<file path="src/rtl/l2_bridge_outstanding_tracker.sv">
// l2_bridge_outstanding_tracker
//   Forwards the arbiter's merged request stream to the bridge slave. It
//   records {ID, aux} of every granted request in an in-order FIFO, and
//   re-attaches that tag to the slave's untagged in-order responses. The
//   FIFO depth (MAX_OUTSTANDING) caps the number of in-flight transactions.
// Ports
//   clk, rst                     clock, synchronous active-high reset
//   data_*_i (req side)          request from arbiter (req/add/wen/wdata/be/ID/aux)
//   data_gnt_o                   grant back to arbiter
//   data_*_o (req side)          request to slave (req/add/wen/wdata/be)
//   data_gnt_i                   grant from slave
//   data_r_valid_i/rdata_i       in-order response from slave
//   data_r_valid_o/ID_o/aux_o/rdata_o  registered tagged response
//   outstanding_o                FIFO occupancy (registered)
//   err_underflow_o              sticky: response seen with empty FIFO
module l2_bridge_outstanding_tracker #(
  parameter int ADDR_WIDTH      = 32,
  parameter int DATA_WIDTH      = 32,
  parameter int BE_WIDTH        = DATA_WIDTH/8,
  parameter int ID_WIDTH        = 16,
  parameter int AUX_WIDTH       = 32,
  parameter int MAX_OUTSTANDING = 4
) (
  input  logic                                   clk,
  input  logic                                   rst,
  input  logic                                   data_req_i,
  input  logic [ADDR_WIDTH-1:0]                  data_add_i,
  input  logic                                   data_wen_i,
  input  logic [DATA_WIDTH-1:0]                  data_wdata_i,
  input  logic [BE_WIDTH-1:0]                    data_be_i,
  input  logic [ID_WIDTH-1:0]                    data_ID_i,
  input  logic [AUX_WIDTH-1:0]                   data_aux_i,
  output logic                                   data_gnt_o,
  output logic                                   data_req_o,
  output logic [ADDR_WIDTH-1:0]                  data_add_o,
  output logic                                   data_wen_o,
  output logic [DATA_WIDTH-1:0]                  data_wdata_o,
  output logic [BE_WIDTH-1:0]                    data_be_o,
  input  logic                                   data_gnt_i,
  input  logic                                   data_r_valid_i,
  input  logic [DATA_WIDTH-1:0]                  data_r_rdata_i,
  output logic                                   data_r_valid_o,
  output logic [ID_WIDTH-1:0]                    data_r_ID_o,
  output logic [AUX_WIDTH-1:0]                   data_r_aux_o,
  output logic [DATA_WIDTH-1:0]                  data_r_rdata_o,
  output logic [$clog2(MAX_OUTSTANDING+1)-1:0]   outstanding_o,
  output logic                                   err_underflow_o
);

  localparam int CW = $clog2(MAX_OUTSTANDING+1);
  localparam int PW = (MAX_OUTSTANDING > 1) ? $clog2(MAX_OUTSTANDING) : 1;

  logic [CW-1:0]        count;
  logic [PW-1:0]        wr_ptr, rd_ptr;
  logic [ID_WIDTH-1:0]  id_mem  [MAX_OUTSTANDING];
  logic [AUX_WIDTH-1:0] aux_mem [MAX_OUTSTANDING];
  logic                 full, empty, push, pop;

  // Depth need not be a power of two, so wrap explicitly.
  function automatic logic [PW-1:0] ptr_inc(input logic [PW-1:0] p);
    return (p == PW'(MAX_OUTSTANDING-1)) ? '0 : p + PW'(1);
  endfunction

  assign full  = (count == CW'(MAX_OUTSTANDING));
  assign empty = (count == '0);

  // Full blocks on the registered count only: a same-cycle pop does not
  // free the slot until the next cycle, keeping the request path short.
  assign data_req_o   = data_req_i & ~full;
  assign data_gnt_o   = data_gnt_i & ~full;
  assign data_add_o   = data_add_i;
  assign data_wen_o   = data_wen_i;
  assign data_wdata_o = data_wdata_i;
  assign data_be_o    = data_be_i;

  assign push = data_req_o & data_gnt_i;
  // A slave response can never be for a request granted in the same cycle,
  // so pop only looks at already-stored entries.
  assign pop  = data_r_valid_i & ~empty;

  assign outstanding_o = count;

  always_ff @(posedge clk) begin
    if (push) begin
      id_mem[wr_ptr]  <= data_ID_i;
      aux_mem[wr_ptr] <= data_aux_i;
    end
  end

  always_ff @(posedge clk) begin
    if (rst) begin
      count           <= '0;
      wr_ptr          <= '0;
      rd_ptr          <= '0;
      data_r_valid_o  <= 1'b0;
      data_r_ID_o     <= '0;
      data_r_aux_o    <= '0;
      data_r_rdata_o  <= '0;
      err_underflow_o <= 1'b0;
    end else begin
      if (push) wr_ptr <= ptr_inc(wr_ptr);
      if (pop)  rd_ptr <= ptr_inc(rd_ptr);
      case ({push, pop})
        2'b10:   count <= count + CW'(1);
        2'b01:   count <= count - CW'(1);
        default: count <= count;
      endcase
      data_r_valid_o <= pop;
      if (pop) begin
        data_r_ID_o    <= id_mem[rd_ptr];
        data_r_aux_o   <= aux_mem[rd_ptr];
        data_r_rdata_o <= data_r_rdata_i;
      end
      if (data_r_valid_i && empty) err_underflow_o <= 1'b1;
    end
  end

endmodule

</file>
<file path="config.mk">
export PLATFORM = sky130hd
export DESIGN_NAME = l2_bridge_outstanding_tracker
export DESIGN_NICKNAME = d
export VERILOG_FILES = /design/src/rtl/l2_bridge_outstanding_tracker.sv
export SDC_FILE = /design/constraint.sdc
export NUM_CORES = 1
export LEC_CHECK = 0
export CORE_MARGIN = 2
export CORE_UTILIZATION = 49
export CTS_BUF_LIST = sky130_fd_sc_hd__clkbuf_4 sky130_fd_sc_hd__clkbuf_8
export CTS_CLUSTER_DIAMETER = 50
export CTS_CLUSTER_SIZE = 30
export DETAILED_ROUTE_END_ITERATION = 16
export GPL_TIMING_DRIVEN = 1
export PLACE_DENSITY = 0.82
export SKIP_LAST_GASP = 1
export SLEW_MARGIN = 10
export SYNTH_ARGS = -nofsm -noshare
export SYNTH_HDL_FRONTEND = slang
export SYNTH_SLANG_ARGS = --single-unit
</file>
<file path="constraint.sdc">
create_clock -name clk -period 3.3 [get_ports clk]
set_input_delay 0.66 -clock clk [delete_from_list [all_inputs] [get_ports clk]]
set_output_delay 0.66 -clock clk [all_outputs]
set_load 0.005 [all_outputs]
</file>
==> run_results.csv, run 1 <==
group,metric,value,unit
power,power,0.008783,W
timing,finalHoldViolCount,0,
floorplanning,die_height,151.8,microns
timing,final-setup-viol-count,0,
yosys,syn_avg_cell_area,14.76,sq um
layout,commonest_cells_after_routing_fill_and_taps_aside,"edfxtp_1, clkdlybuf4s50_1, nand2_1",
yosys,sequential_fraction_of_the_synthesis_area,70.52,%
yosys,synth_top_family_by_area,"multiplexers",
critical_path,crit_arrival,2.12,ns
layout,regArea,7552,sq um
floorplanning,chipWidth,151.8,microns
placement,dp_hpwl,14180,microns
placement,gp_congestion,0.7486,
global_route,grt_pass1_wl,32940,microns
yosys,yosys_register_bits,281,
clock_tree,cts.sink_count,281,
drt,wire_length_per_cell,19.96,microns
floorplanning,design.die.area,23040,sq um
clock_tree,cts-htree-levels,1,
floorplanning,core_area,21620,sq um
timing,slew-limit-headroom,35.41,%
yosys,post_synth_instance_area,10700,sq um
drt,wirelength,22580,microns
yosys,synth_fp_nets,886,
power,seqPwrFrac,49.9,%
power,power_switching_share,28.58,%
clock_tree,tritoncts.num_buffers,26,
timing,post-route-min-period,2.778,ns
global_route,grt_max_degree,85,
drt,vias_per_cell,5.298,
timing,totalNegativeSetupSlack,0,ns
layout,multi_input_comb_area,2409,sq um
power,power.static_leakage,4.131,nW
global_route,antenna_found_initial,0,
layout,final_common_cell,"edfxtp_1",
floorplanning,rows,54,
global_route,number_of_global_route_vias_before_repair,6036,
timing,finClkSkew,0.03916,ns
timing,worstMarginPinSlew,0.9688,ns
power,netSwitchingPower,0.002510,W
clock_tree,post_cts_hold_buffer_count,0,
yosys,synthSimpleGateAreaFrac,6.897,%
critical_path,end_kind,"output pin",
power,power_density,684.4,nW/um^2
clock_tree,tritoncts_clock_tree,"yes",
critical_path,timing.setup.critical_path_class,"reg2out",
critical_path,worstPathRequired,2.64,ns
hold_path,hp-class,"reg2reg",
floorplanning,start_util,49.50,%
drt,first_iter_violations,307,
timing,maxSlewViolCount,0,
critical_path,worstPathMaxFanout,6,
floorplanning,floorplan.io_pins,310,
drt,dr_total_vias,5992,
timing,setup_repair_after_global_routing_missed_its_margin,"false",
layout,layout.filler_cells,1621,
layout,n_antenna_cell,0,
timing,finalCritPeriodShare,84.17,%
clock_tree,worst_skew_pair.late_latency,0.57,ns
run,max_cap_viol_count,0,
placement,io_buffer_count,171,
run_status,status,"finished, final reports clean",
yosys,ys_types,30,
clock_tree,cts_max_path_buffers,3,
critical_path,startpoint_type,"register",
drt,final_antenna_net_count,0,
layout,layout-area-overhead-vs-synth,19.91,%
yosys,synth_cells,725,
power,clockPowerShare,27.3,%
yosys,yosys.area_share.xor_xnor,0.1637,%
timing,fmax,360.0,MHz
layout,finish.net_count,992,
layout,layout-drive-gt1-share,14.69,%
global_route,grt_util_all_layers,18.85,%
power,cellInternalPower,0.006273,W
yosys,synth_compound_area_share,4.337,%
drt,drcViolationCount,0,
drt,dr.pass1.iters,5,
clock_tree,ctsRootBufferMaster,"clkbuf_8",
clock_tree,cts_resized,0,
clock_tree,clk_pin_slew_worst_setup_hold_paths,0.11,ns
global_route,overflow,0,
yosys,synth.mux.area_fraction,10.19,%
yosys,number_of_synthesis_warnings,0,
power,ir_drop,482.8,uV
clock_tree,cts_setup_buffers,0,
power,combinational_share_of_power,22.9,%
yosys,post_synth_fa_ha_maj_area_fraction,0.8885,%
==> cell usage after synthesis (all sizes together) <==
| library cell | number | area [sq um] |
|---|---|---|
| a21oi | 85 | 425.4 |
| and2 | 6 | 42.54 |
| and3 | 1 | 11.26 |
| buf | 92 | 661.9 |
| clkbuf | 16 | 61.30 |
| dfxtp | 89 | 1782 |
| edfxtp | 192 | 5766 |
| fa | 1 | 20.02 |
| ha | 6 | 75.07 |
| inv | 7 | 26.27 |
| mux2i | 1 | 10.01 |
| mux4 | 48 | 1081 |
| nand2 | 163 | 611.8 |
| nand2b | 2 | 12.51 |
| nand4 | 1 | 6.260 |
| nor2 | 5 | 18.77 |
| nor3 | 2 | 10.01 |
| o21ai | 1 | 5.000 |
| o31ai | 2 | 33.78 |
| or3 | 2 | 13.77 |
| or3b | 1 | 11.26 |
| xor2 | 2 | 17.52 |
==> final timing paths <==
check             cells after the start        startpoint                to  slack (ns)
hold reg to reg                       2    data_r_ID_o[7]    data_r_ID_o[7]        0.46
setup reg to reg                      9  outstanding_o[2]  outstanding_o[2]        0.75
setup / recovery                      3  outstanding_o[2]        data_gnt_o        0.52
hold / removal                        2    data_r_ID_o[7]    data_r_ID_o[7]        0.46
==> layout make-up <==
type | count | area share (%)
Clock buffer | 29 | 3.061
Sequential cell | 281 | 58.85
Inverter | 7 | 0.2047
Multi-Input combinational cell | 329 | 18.77
Clock inverter | 19 | 1.999
Timing Repair Buffer | 186 | 14.39
Tap cell | 280 | 2.730
==> cell families (layout without fill, tap and decap cells) <==
kind of cell | Yosys count | after routing
flip-flops | 281 | 281
AND/OR/NAND/NOR | 183 | 183
buffers and inverters | 115 | 241
AO/OA/AOI/OAI | 88 | 88
multiplexers | 49 | 49
adder cells (fa/ha/maj) | 7 | 7
XOR/XNOR | 2 | 2
==> per-stage QoR <==
step / util, % / setup WS (ns) / instances / hold WS (ns) / cell area [sq um]
final: 59.36 / 0.5225 / 1131 / 0.4583 / 12830
after global routing: 59.36 / 0.4350 / 1131 / 0.4705 / 12830
after CTS: 59.36 / 0.4851 / 1131 / 0.4595 / 12830
after detailed placement: 56.35 / 0.5335 / 1083 / 0.4466 / 12180
after global placement: 56.35 / 0.5963 / 1083 / 0.4413 / 12180
after floorplan: - / 0.7981 / 725 / 0.4527 / 10700
==> sequential cells by signal, summed over array words and instances, names as in the netlist <==
register and cells:
aux_mem 128, id_mem 64, data_r_aux_o 32, data_r_rdata_o 32, data_r_ID_o 16, outstanding_o 3, rd_ptr 2, wr_ptr 2
data_r_valid_o 1, err_underflow_o 1
==> worst max-delay path, cell delays in order (launching register included) <==
cell,delay [ns]
dfxtp_1,0.47
or3b_4,0.43
and2_2,0.21
clkdlybuf4s50_1,0.45
==> routing by layer <==
| metal | up-vias | track usage [%] | share of wire (%) |
|---|---|---|---|
| met2 | 215 | 33.45 | 51 |
| met1 | 2946 | 22.01 | 37 |
| met3 | 78 | 4.581 | 7.5 |
| met5 | - | 0 | 0 |
| met4 | 0 | 7.639 | 4.1 |
| li1 | 2753 | - | - |
==> power by group through the flow <==
stage	Clock (W)	Sequential, W	Combinational, W
after floorplan	0	0.00437	0.00125
after global placement	0	0.00445	0.00199
after detailed placement	0	0.00447	0.00203
after CTS	0.00246	0.00439	0.00204
after global routing	0.00257	0.00444	0.00220
final	0.00239	0.00438	0.00201
Power figures use the tool's default switching activity.
==> run 2, diff against run 1 <==
Clock period 3.3 ns to 2.9 ns, I/O delays scaled along.
==> run 2 against run 1 <==
Clock power up 16%. Core utilization up 0.058 points. First-iteration DRC count down 37%. Critical path type unchanged. Largest power group unchanged.
==> run_results.csv, run 2 (synthesized netlist as in run 1, its figures left out) <==
group,metric,value,unit
clock_tree,worst_skew_pair.late_latency,0.57,ns
layout,layout-drive-gt1-share,14.49,%
global_route,antenna_found_initial,1,
layout,layout.filler_cells,1661,
layout,layout-area-overhead-vs-synth,20.03,%
timing,slew-limit-headroom,37.05,%
run,max_cap_viol_count,0,
power,power_density,779.9,nW/um^2
floorplanning,floorplan.io_pins,310,
floorplanning,rows,54,
clock_tree,cts.sink_count,281,
layout,final_common_cell,"edfxtp_1",
global_route,grt_max_degree,85,
clock_tree,tritoncts.num_buffers,26,
critical_path,worstPathMaxFanout,6,
hold_path,hp-class,"reg2reg",
timing,post-route-worst-setup-slack,0.2591,ns
layout,regArea,7552,sq um
power,ir_drop,534.5,uV
timing,totalNegativeSetupSlack,0,ns
timing,maxSlewViolCount,0,
timing,fmax,378.7,MHz
drt,dr_total_vias,5923,
clock_tree,clk_pin_slew_worst_setup_hold_paths,0.11,ns
timing,worstMarginPinSlew,0.9443,ns
drt,dr.pass1.iters,4,
clock_tree,tritoncts_clock_tree,"yes",
clock_tree,post_cts_hold_buffer_count,0,
drt,drcViolationCount,0,
critical_path,worstPathRequired,2.32,ns
floorplanning,chipWidth,151.8,microns
clock_tree,ctsRootBufferMaster,"clkbuf_8",
placement,dp_hpwl,13740,microns
drt,wire_length_per_cell,19.36,microns
clock_tree,cts_resized,0,
global_route,grt_pass1_wl,32640,microns
drt,final_antenna_net_count,0,
timing,finalCritPeriodShare,91.07,%
layout,largest_register_ff_count,128,
layout,final_cell_count_no_fill,1130,
drt,first_iter_violations,193,
layout,finish.net_count,991,
layout,stdcell_area,12850,sq um
timing,finalHoldViolCount,0,
floorplanning,die_height,151.8,microns
critical_path,startpoint_type,"register",
drt,wirelength,21870,microns
run_status,status,"finished, final reports clean",
placement,dp.cells,1082,
placement,gp_congestion,0.7269,
critical_path,crit_arrival,2.06,ns
layout,multi_input_comb_area,2409,sq um
global_route,number_of_global_route_vias_before_repair,5997,
timing,finClkSkew,0.04575,ns
layout,commonest_cells_after_routing_fill_and_taps_aside,"edfxtp_1, clkdlybuf4s50_1, nand2_1",
global_route,overflow,0,
placement,io_buffer_count,171,
critical_path,end_kind,"output pin",
drt,vias_per_cell,5.242,
floorplanning,core_area,21620,sq um
layout,biggest_register,"aux_mem",
critical_path,timing.setup.critical_path_class,"reg2out",
clock_tree,cts_setup_buffers,0,
clock_tree,cts-htree-levels,1,
placement,preCtsSetupSlack,0.1655,ns
global_route,grt_util_all_layers,18.64,%
layout,biggestRegsByFlops,"aux_mem x128, id_mem x64",
power,power.static_leakage,4.121,nW
clock_tree,cts_max_path_buffers,3,
placement,placed_area,12200,sq um
timing,setup_repair_after_global_routing_missed_its_margin,"false",
timing,post-route-min-period,2.641,ns
timing,final-setup-viol-count,0,
floorplanning,design.die.area,23040,sq um
floorplanning,start_util,49.50,%
run 2: cell count changes in the layout (fill, tap and decap cells not counted):
cell,delta
buf_4,-3
clkinv_8,-4
diode_2,+1
clkinvlp_4,+3
buf_12,+2
clkinv_2,-2
inv_6,+3
bufinv_16,+2
clkinv_4,-1
inv_12,-2
run 2: report_power, final:
group	total [W]	internal [W]	switching, W
Clock	0.00277	0.00134	0.00143
Sequential	0.00494	0.00468	0.000254
Combinational	0.00231	0.00125	0.00107
Total	0.0100	0.00727	0.00275
run 2: path summary, 6_finish.rpt:
path | startpoint | slack [ns] | end | cells past startpoint
worst max-delay path | outstanding_o[0] | 0.26 | data_req_o | 3
worst min-delay path | data_r_aux_o[20] | 0.46 | data_r_aux_o[20] | 2
worst max register to register | outstanding_o[0] | 0.36 | outstanding_o[2] | 9
worst min register to register | data_r_aux_o[20] | 0.46 | data_r_aux_o[20] | 2
run 2: stage by stage:
step           total power, W  hold slack, ns  util (%)
5_1_grt               0.01053          0.4772     59.40
3_5_place_dp         0.007390          0.4457     56.44
3_3_place_gp         0.007330          0.4412     56.44
2_1_floorplan        0.006400          0.4527         -
4_1_cts               0.01017          0.4617     59.40
6_report              0.01002          0.4597     59.42
run 2: layer usage:
layer / GRT usage (%) / share of wire, %
met4: 8.056 / 4.3
met2: 32.43 / 50
met5: 0 / 0
met1: 21.99 / 39
met3: 4.701 / 7.2
run 2: area by class of cell:
type                       count  area share, %
sequential                   281          58.79
clock buffer                  29          3.058
inverter                       7         0.2045
timing repair buffer         185          14.51
clock inverter                18          1.938
tap                          280          2.727
antenna                        1        0.01948
multi-input combinational    329          18.75
run 2: worst max-delay path, cell delays in order, from the launching register on:
cell and delay (ns):
dfxtp_1 0.41, or3b_4 0.44, and2_2 0.20, clkdlybuf4s50_1 0.45
